$ cat src/rtl/clk_phase_meter_if.sv
// rtl/clk_phase_meter_if.sv - control, signal inputs and result bundle of the phase meter
interface clk_phase_meter_if #(
  parameter int CNT_W = 16
) ();
  logic             start;
  logic             sig_a;
  logic             sig_b;
  logic             busy;
  logic             meas_valid;
  logic [CNT_W-1:0] period;
  logic [CNT_W-1:0] high_time;
  logic [CNT_W-1:0] lag;
  logic             lag_valid;
  logic             timeout;

  modport master (
    output start, sig_a, sig_b,
    input  busy, meas_valid, period, high_time, lag, lag_valid, timeout
  );

  modport slave (
    input  start, sig_a, sig_b,
    output busy, meas_valid, period, high_time, lag, lag_valid, timeout
  );
endinterface

$ cat src/rtl/clk_phase_meter.sv
// rtl/clk_phase_meter.sv - measures one sig_a period, high time and sig_a-to-sig_b rise lag
module clk_phase_meter #(
  parameter int SYNC_STAGES = 2,
  parameter int CNT_W       = 16,
  parameter int TIMEOUT_CYC = 65535
) (
  input  logic             sys_clk,
  input  logic             sys_rst_n,
  clk_phase_meter_if.slave mif
);

  typedef enum logic [1:0] {
    S_IDLE    = 2'd0,
    S_WAIT_A  = 2'd1,
    S_MEASURE = 2'd2,
    S_DONE    = 2'd3
  } state_e;

  localparam logic [CNT_W-1:0] CNT_LAST = CNT_W'(TIMEOUT_CYC - 1);
  localparam logic [CNT_W-1:0] CNT_ONE  = CNT_W'(1);

  state_e                 state_q, state_d;
  logic [SYNC_STAGES-1:0] a_sync_q, b_sync_q;
  logic                   a_prev_q, b_prev_q;
  logic                   a_cur, b_cur, a_rise, a_fall, b_rise;
  logic                   cnt_at_limit;

  logic [CNT_W-1:0]       cnt_q, cnt_d;
  logic [CNT_W-1:0]       high_cap_q, high_cap_d;
  logic [CNT_W-1:0]       lag_cap_q, lag_cap_d;
  logic                   high_seen_q, high_seen_d;
  logic                   lag_seen_q, lag_seen_d;
  logic                   busy_q, busy_d;
  logic                   load_out, abort;

  logic                   meas_valid_q;
  logic [CNT_W-1:0]       period_q, high_time_q, lag_q;
  logic                   lag_valid_q, timeout_q;

  // Both inputs see the same pipeline depth, so the latency cancels in every difference.
  always_ff @(posedge sys_clk) begin
    if (!sys_rst_n) begin
      a_sync_q <= '0;
      b_sync_q <= '0;
      a_prev_q <= 1'b0;
      b_prev_q <= 1'b0;
    end else begin
      a_sync_q <= {a_sync_q[SYNC_STAGES-2:0], mif.sig_a};
      b_sync_q <= {b_sync_q[SYNC_STAGES-2:0], mif.sig_b};
      a_prev_q <= a_cur;
      b_prev_q <= b_cur;
    end
  end

  assign a_cur        = a_sync_q[SYNC_STAGES-1];
  assign b_cur        = b_sync_q[SYNC_STAGES-1];
  assign a_rise       = a_cur & ~a_prev_q;
  assign a_fall       = ~a_cur & a_prev_q;
  assign b_rise       = b_cur & ~b_prev_q;
  assign cnt_at_limit = (cnt_q == CNT_LAST);

  always_ff @(posedge sys_clk) begin
    if (!sys_rst_n) begin
      state_q <= S_IDLE;
    end else begin
      state_q <= state_d;
    end
  end

  always_comb begin
    state_d = state_q;
    case (state_q)
      S_IDLE:    if (mif.start) state_d = S_WAIT_A;
      S_WAIT_A:  if (a_rise) state_d = S_MEASURE;
                 else if (cnt_at_limit) state_d = S_DONE;
      S_MEASURE: if (a_rise || cnt_at_limit) state_d = S_DONE;
      S_DONE:    state_d = S_IDLE;
      default:   state_d = S_IDLE;
    endcase
  end

  always_comb begin
    cnt_d       = cnt_q;
    high_cap_d  = high_cap_q;
    high_seen_d = high_seen_q;
    lag_cap_d   = lag_cap_q;
    lag_seen_d  = lag_seen_q;
    busy_d      = busy_q;
    load_out    = 1'b0;
    abort       = 1'b0;
    case (state_q)
      S_IDLE: begin
        if (mif.start) begin
          busy_d      = 1'b1;
          cnt_d       = '0;
          high_cap_d  = '0;
          high_seen_d = 1'b0;
          lag_cap_d   = '0;
          lag_seen_d  = 1'b0;
        end
      end
      S_WAIT_A: begin
        cnt_d = cnt_q + CNT_ONE;
        if (a_rise) begin
          cnt_d = CNT_ONE;
          if (b_rise) begin
            lag_cap_d  = '0;
            lag_seen_d = 1'b1;
          end
        end else if (cnt_at_limit) begin
          abort    = 1'b1;
          load_out = 1'b1;
          busy_d   = 1'b0;
        end
      end
      S_MEASURE: begin
        cnt_d = cnt_q + CNT_ONE;
        if (a_fall && !high_seen_q) begin
          high_cap_d  = cnt_q;
          high_seen_d = 1'b1;
        end
        // A sig_b rise coincident with the closing sig_a rise belongs to the next period.
        if (b_rise && !lag_seen_q && !a_rise) begin
          lag_cap_d  = cnt_q;
          lag_seen_d = 1'b1;
        end
        if (a_rise) begin
          load_out = 1'b1;
          busy_d   = 1'b0;
        end else if (cnt_at_limit) begin
          abort    = 1'b1;
          load_out = 1'b1;
          busy_d   = 1'b0;
        end
      end
      default: ;
    endcase
  end

  always_ff @(posedge sys_clk) begin
    if (!sys_rst_n) begin
      cnt_q        <= '0;
      high_cap_q   <= '0;
      high_seen_q  <= 1'b0;
      lag_cap_q    <= '0;
      lag_seen_q   <= 1'b0;
      busy_q       <= 1'b0;
      meas_valid_q <= 1'b0;
      period_q     <= '0;
      high_time_q  <= '0;
      lag_q        <= '0;
      lag_valid_q  <= 1'b0;
      timeout_q    <= 1'b0;
    end else begin
      cnt_q        <= cnt_d;
      high_cap_q   <= high_cap_d;
      high_seen_q  <= high_seen_d;
      lag_cap_q    <= lag_cap_d;
      lag_seen_q   <= lag_seen_d;
      busy_q       <= busy_d;
      meas_valid_q <= load_out;
      if (load_out) begin
        period_q    <= abort ? '0 : cnt_q;
        high_time_q <= (abort || !high_seen_d) ? '0 : high_cap_d;
        lag_q       <= lag_cap_d;
        lag_valid_q <= lag_seen_d;
        timeout_q   <= abort;
      end
    end
  end

  assign mif.busy       = busy_q;
  assign mif.meas_valid = meas_valid_q;
  assign mif.period     = period_q;
  assign mif.high_time  = high_time_q;
  assign mif.lag        = lag_q;
  assign mif.lag_valid  = lag_valid_q;
  assign mif.timeout    = timeout_q;

endmodule

$ cat src/flat_wrapper.sv
// flat-port wrapper written by rule: the top's interface ports become plain ports
module clk_phase_meter_flat 
#(
  parameter int SYNC_STAGES = 2,
  parameter int CNT_W       = 16,
  parameter int TIMEOUT_CYC = 65535
)
  (sys_clk, sys_rst_n, mif_start, mif_sig_a, mif_sig_b, mif_busy, mif_meas_valid, mif_period, mif_high_time, mif_lag, mif_lag_valid, mif_timeout);
  clk_phase_meter_if #(.CNT_W(CNT_W)) mif_i ();
  input  logic sys_clk;
  input  logic sys_rst_n;
  input wire logic [$bits(mif_i.start)-1:0] mif_start;
  input wire logic [$bits(mif_i.sig_a)-1:0] mif_sig_a;
  input wire logic [$bits(mif_i.sig_b)-1:0] mif_sig_b;
  output wire logic [$bits(mif_i.busy)-1:0] mif_busy;
  output wire logic [$bits(mif_i.meas_valid)-1:0] mif_meas_valid;
  output wire logic [$bits(mif_i.period)-1:0] mif_period;
  output wire logic [$bits(mif_i.high_time)-1:0] mif_high_time;
  output wire logic [$bits(mif_i.lag)-1:0] mif_lag;
  output wire logic [$bits(mif_i.lag_valid)-1:0] mif_lag_valid;
  output wire logic [$bits(mif_i.timeout)-1:0] mif_timeout;
  assign mif_i.start = mif_start;
  assign mif_i.sig_a = mif_sig_a;
  assign mif_i.sig_b = mif_sig_b;
  assign mif_busy = mif_i.busy;
  assign mif_meas_valid = mif_i.meas_valid;
  assign mif_period = mif_i.period;
  assign mif_high_time = mif_i.high_time;
  assign mif_lag = mif_i.lag;
  assign mif_lag_valid = mif_i.lag_valid;
  assign mif_timeout = mif_i.timeout;
  clk_phase_meter #(.SYNC_STAGES(SYNC_STAGES), .CNT_W(CNT_W), .TIMEOUT_CYC(TIMEOUT_CYC)) u_core (.sys_clk(sys_clk), .sys_rst_n(sys_rst_n), .mif(mif_i));
endmodule
$ cat config.mk
export PLATFORM = sky130hd
export DESIGN_NAME = clk_phase_meter_flat
export DESIGN_NICKNAME = d
export VERILOG_FILES = /design/src/rtl/clk_phase_meter_if.sv /design/src/rtl/clk_phase_meter.sv /design/src/flat_wrapper.sv
export SDC_FILE = /design/constraint.sdc
export NUM_CORES = 1
export LEC_CHECK = 0
export BUFFER_PORTS_ARGS = -buffer_cell sky130_fd_sc_hd__buf_2
export CAP_MARGIN = 0
export CORE_UTILIZATION = 37
export CTS_CLUSTER_DIAMETER = 50
export DETAILED_ROUTE_END_ITERATION = 16
export GPL_TIMING_DRIVEN = 0
export SETUP_SLACK_MARGIN = 0.1
export SYNTH_ARGS = -nofsm -noshare
export SYNTH_HDL_FRONTEND = slang
export SYNTH_SLANG_ARGS = --single-unit
$ cat constraint.sdc
create_clock -name sys_clk -period 1.96 [get_ports sys_clk]
set_input_delay 0.098 -clock sys_clk [delete_from_list [all_inputs] [get_ports sys_clk]]
set_output_delay 0.098 -clock sys_clk [all_outputs]
set_load 0.01 [all_outputs]
==> impl_summary.log <==
[metrics] kind of start point of the critical path: flip-flop
[metrics] half-perimeter wire length of the detailed placement result: a little over 7000 um
[metrics] share of power burned in the clock network: 30.7%
[metrics] global routing met3 resource utilization: 3.201%
[metrics] maximum count of clock buffers along a single path: 2
[metrics] reg2reg end: u_core.mif.high_time[13]
[metrics] count of different cell masters after synthesis: 48
[metrics] Worst-Margin Slew: between 0.5 and 0.6 ns
[metrics] failing checks: negative setup slack
[metrics] mean number of vias per cell: roughly 5.2
[metrics] number of primary I/O pins: 57
[metrics] Syn-to-layout area delta: 38.06%
[metrics] share of post-route cells with drive strength above 1: 43.39%
[metrics] synthesized net count: roughly 430
[metrics] total track usage: 20.07%
[metrics] Yosys top cell area share: 51.57%
[metrics] number of maximum-capacitance violations: 0
[metrics] worst endpoint required time: 2.20 ns
[metrics] Total Nets Final: 544
[metrics] largest net degree at the start of global routing: 22
[metrics] PnR worst setup slack: -0.01650 ns
[metrics] wire length of the first global-routing pass: about 18000 um
[metrics] number of max-slew violations in the final report: 0
[metrics] post-layout utilization of the core: between 50% and 60%
[metrics] TNS Setup: -0.08932 ns
[metrics] share of the yosys chip area belonging to registers: 51.57%
[metrics] standard cell core area: 11030 um^2
[metrics] die outline height: 109.4 um
[metrics] Worst setup EP type: flip-flop
[metrics] switching power of the nets: 0.001892 W
[metrics] start point of the worst hold path: mif_start
[metrics] largest driver fanout on the critical path: 8
[metrics] run status: finished, violations left
[metrics] # placed instances: 610
[metrics] clk root buf: clkbuf_16
[metrics] flip-flop and latch area: 2238 um^2
[metrics] Final Instance Area: between 5000 and 6000 um^2
[metrics] wire length per cell after detailed routing: 16.81 um
[metrics] Highest Clock Rate: slightly above 0.5 GHz
[metrics] fillcell total: 1026
[metrics] relative slew slack: between 60% and 70%
[metrics] initial antenna violation count: 0
[metrics] length of the first detailed-routing pass in iterations: 4
[metrics] Peak supply drop: 475.4 uV
[metrics] input/output buffers: 56
[metrics] number of standard cells after synthesis: 414
[metrics] r2r setup slk: -0.02 ns
[metrics] crit path DAT: 2.22 ns
[metrics] cell count of the worst hold path: 4
[metrics] Clock Sinks: between 100 and 150
[metrics] DP Area: 4775 um^2
[metrics] combinational share of power: ~30%
[metrics] Setup Slack @ Placement: -0.3273 ns
[metrics] Die Footprint: 11970 um^2
[metrics] residual DRC count: 0
[metrics] initial standard-cell utilization of the core: 38.71%
[metrics] busiest layer in global routing: met2
[metrics] highest-count cells in the layout ignoring fill and taps: dfxtp_1, buf_2, buf_4
[metrics] count of vias placed by the detailed router: 3519
[metrics] number of flops mapped to enable cells by yosys: 0
[metrics] Synth Cell Area: around 4300 um^2
[metrics] met1 Track Usage GR: 26.92%
[metrics] H-Tree Level Count: 3
[metrics] CTS tree: yes
[metrics] setup repair after global routing missed its margin: true
[metrics] met2 capacity usage during global routing: 32.66%
[metrics] number of global-route vias before repair: 3574
[metrics] aggregate global routing overflow: 0
[metrics] number of hold violations in the final report: 0
[metrics] final cycle utilization of the critical path: 100.8%
[metrics] RePlAce Congestion: 0.8284
[metrics] Pleak: 2.422 nW
[metrics] number of core rows: 38
[metrics] category of the most critical setup path: flip-flop to flip-flop
[metrics] total internal power: 0.004047 W
[metrics] clock tree skew after final layout: 0.01247 ns
[metrics] most common cell after layout, fill and taps aside: dfxtp_1
[metrics] count of yosys warnings during synthesis: 0
[metrics] endpoints failing setup: 10
[metrics] worst min-delay path class: input pin to flip-flop
[metrics] Antenna Violating Nets Remaining: 0
[metrics] mean area per synthesized cell: 10.31 um^2
[metrics] power density over the cells: ~1000 nW/um^2
[metrics] Top FF cell, synth: dfxtp_1
[metrics] non-filler cells in the finished layout: 677
[metrics] final period demand of the worst path: 1.976 ns
[metrics] R2R Path Start: u_core.cnt_q[6]
[metrics] Die W: 109.4 um
[metrics] antenna diode instance count: 0
[metrics] total wire length after detailed routing: 11380 um
[metrics] register bit total from synthesis: 110
[metrics] post-synth top area cell: dfxtp_1
[metrics] Skew-Pair Late Insertion Delay: ~0.35 ns
[metrics] switching fraction of total power: approximately a third
[metrics] footprint of the multi-input gates: between 2000 and 2500 um^2
[metrics] cell types occupying the most area after synthesis: dfxtp_1, a22o_1, a22o_4
[metrics] Worst Reg-to-Reg Cells: 7
[metrics] share of flip-flops with an asynchronous set or reset: 0%
[metrics] violation count after the first detailed-route iteration: 181
[metrics] number of buffers created by CTS: 9
[metrics] sequential power share: 39.3%
[metrics] WHS Endpoint: u_core.high_seen_q
[metrics] clock slew at reported path FFs: 0.07 ns
==> registers in the layout, summed over array words and instances, names as in the netlist, 2 cells and up <==
register              flops
u_core.mif.lag           16
u_core.high_cap_q        16
u_core.b_sync_q           2
u_core.mif.high_time     16
u_core.a_sync_q           2
u_core.mif.period        16
u_core.cnt_q             16
u_core.state_q            2
u_core.lag_cap_q         16
==> power groups by stage <==
| stage | Sequential [W] | Clock (W) | Combinational [W] |
|---|---|---|---|
| global placement | 0.00239 | 0 | 0.000990 |
| detailed placement | 0.00240 | 0 | 0.00100 |
| global route | 0.00234 | 0.00196 | 0.00190 |
| floorplan | 0.00240 | 0 | 0.000774 |
| CTS | 0.00233 | 0.00185 | 0.00154 |
| finish | 0.00233 | 0.00182 | 0.00178 |
==> routing by layer <==
layer | vias up | share of wire (%)
li1 | 1734 | -
met1 | 1686 | 48
met2 | 86 | 47
met3 | 13 | 4.4
met4 | 0 | 1.3
met5 | - | 0
==> critical path, stage by stage (launching register included) <==
cell	delay (ns)
dfxtp_2	0.46
and4_4	0.29
nand4_4	0.14
a211oi_4	0.37
nor2b_2	0.10
buf_6	0.16
clkbuf_16	0.15
a32o_1	0.19
==> synth_stat cells (2+ instances only) <==
| master | n |
|---|---|
| dfxtp_1 | 110 |
| nor4_1 | 2 |
| and4_1 | 4 |
| xor2_1 | 10 |
| mux2i_1 | 2 |
| a22o_1 | 22 |
| and3_1 | 2 |
| clkbuf_1 | 14 |
| o31ai_1 | 3 |
| buf_1 | 2 |
| nand2b_1 | 4 |
| o21ai_0 | 23 |
| a32o_1 | 16 |
| nand3_1 | 10 |
| nand4_1 | 6 |
| a22oi_1 | 3 |
| ha_1 | 7 |
| a21oi_1 | 22 |
| buf_6 | 4 |
| a21boi_0 | 18 |
| and2_1 | 10 |
| inv_1 | 4 |
| nand2_1 | 38 |
| a211oi_2 | 2 |
| nor3_1 | 4 |
| nor2_1 | 23 |
| buf_2 | 10 |
| xnor2_1 | 2 |
| a22o_4 | 10 |
| nor2b_1 | 9 |
==> worst max-delay path by stage <==
stage                                  from                        to  slack (ns)  cells past startpoint
after detailed placement    u_core.cnt_q[6]        u_core.mif.lag[10]       -0.33                      6
after global placement      u_core.cnt_q[6]  u_core.mif.high_time[10]       -0.28                      7
after CTS                 u_core.state_q[1]         u_core.mif.lag[5]       0.007                      9
final                       u_core.cnt_q[6]  u_core.mif.high_time[13]       -0.02                      7
after floorplan             u_core.cnt_q[0]  u_core.mif.high_time[10]        0.10                      9
after global routing        u_core.cnt_q[0]      u_core.mif.period[6]       -0.05                      9
==> stage by stage <==
step	hold slack, ns	power (W)
detailed placement	0.3083	0.003398
global route	0.1680	0.006201
CTS	0.09979	0.005724
floorplan	0.2253	0.003170
finish	0.1290	0.005939
global placement	0.3028	0.003384
==> final cells by class <==
cell class | count | area share, %
sequential | 110 | 37.97
clock inverter | 7 | 1.231
tap | 140 | 2.971
multi-input combinational | 267 | 36.01
inverter | 5 | 0.4244
timing repair buffer | 108 | 12.67
buffer | 31 | 4.902
clock buffer | 9 | 3.820
==> repair_timing <==
| item | 4_1_cts | 5_1_grt |
|---|---|---|
| gates cloned | 4 | 2 |
| hold buffers | 2 | 0 |
| buffers inserted | 32 | 12 |
| resized for setup | 88 | 52 |
| setup endpoints to repair | 88 | 81 |
| endpoints found under the hold margin | 2 | 0 |
| pin swaps | 27 | 25 |
==> cell families (layout without fill, tap and decap cells) <==
family	Yosys count	count (layout)	share of synthesized area, %
muxes	2	2	0.4688
DFF	110	110	51.57
xor gates and xnor gates	12	12	2.461
and+or+nand+nor	121	121	14.74
AOI/OAI and AO/OA	125	125	24.06
buffers and inverters	37	160	4.658
adders and majority gates	7	7	2.051
No activity file was read; power rests on OpenSTA's default activity.
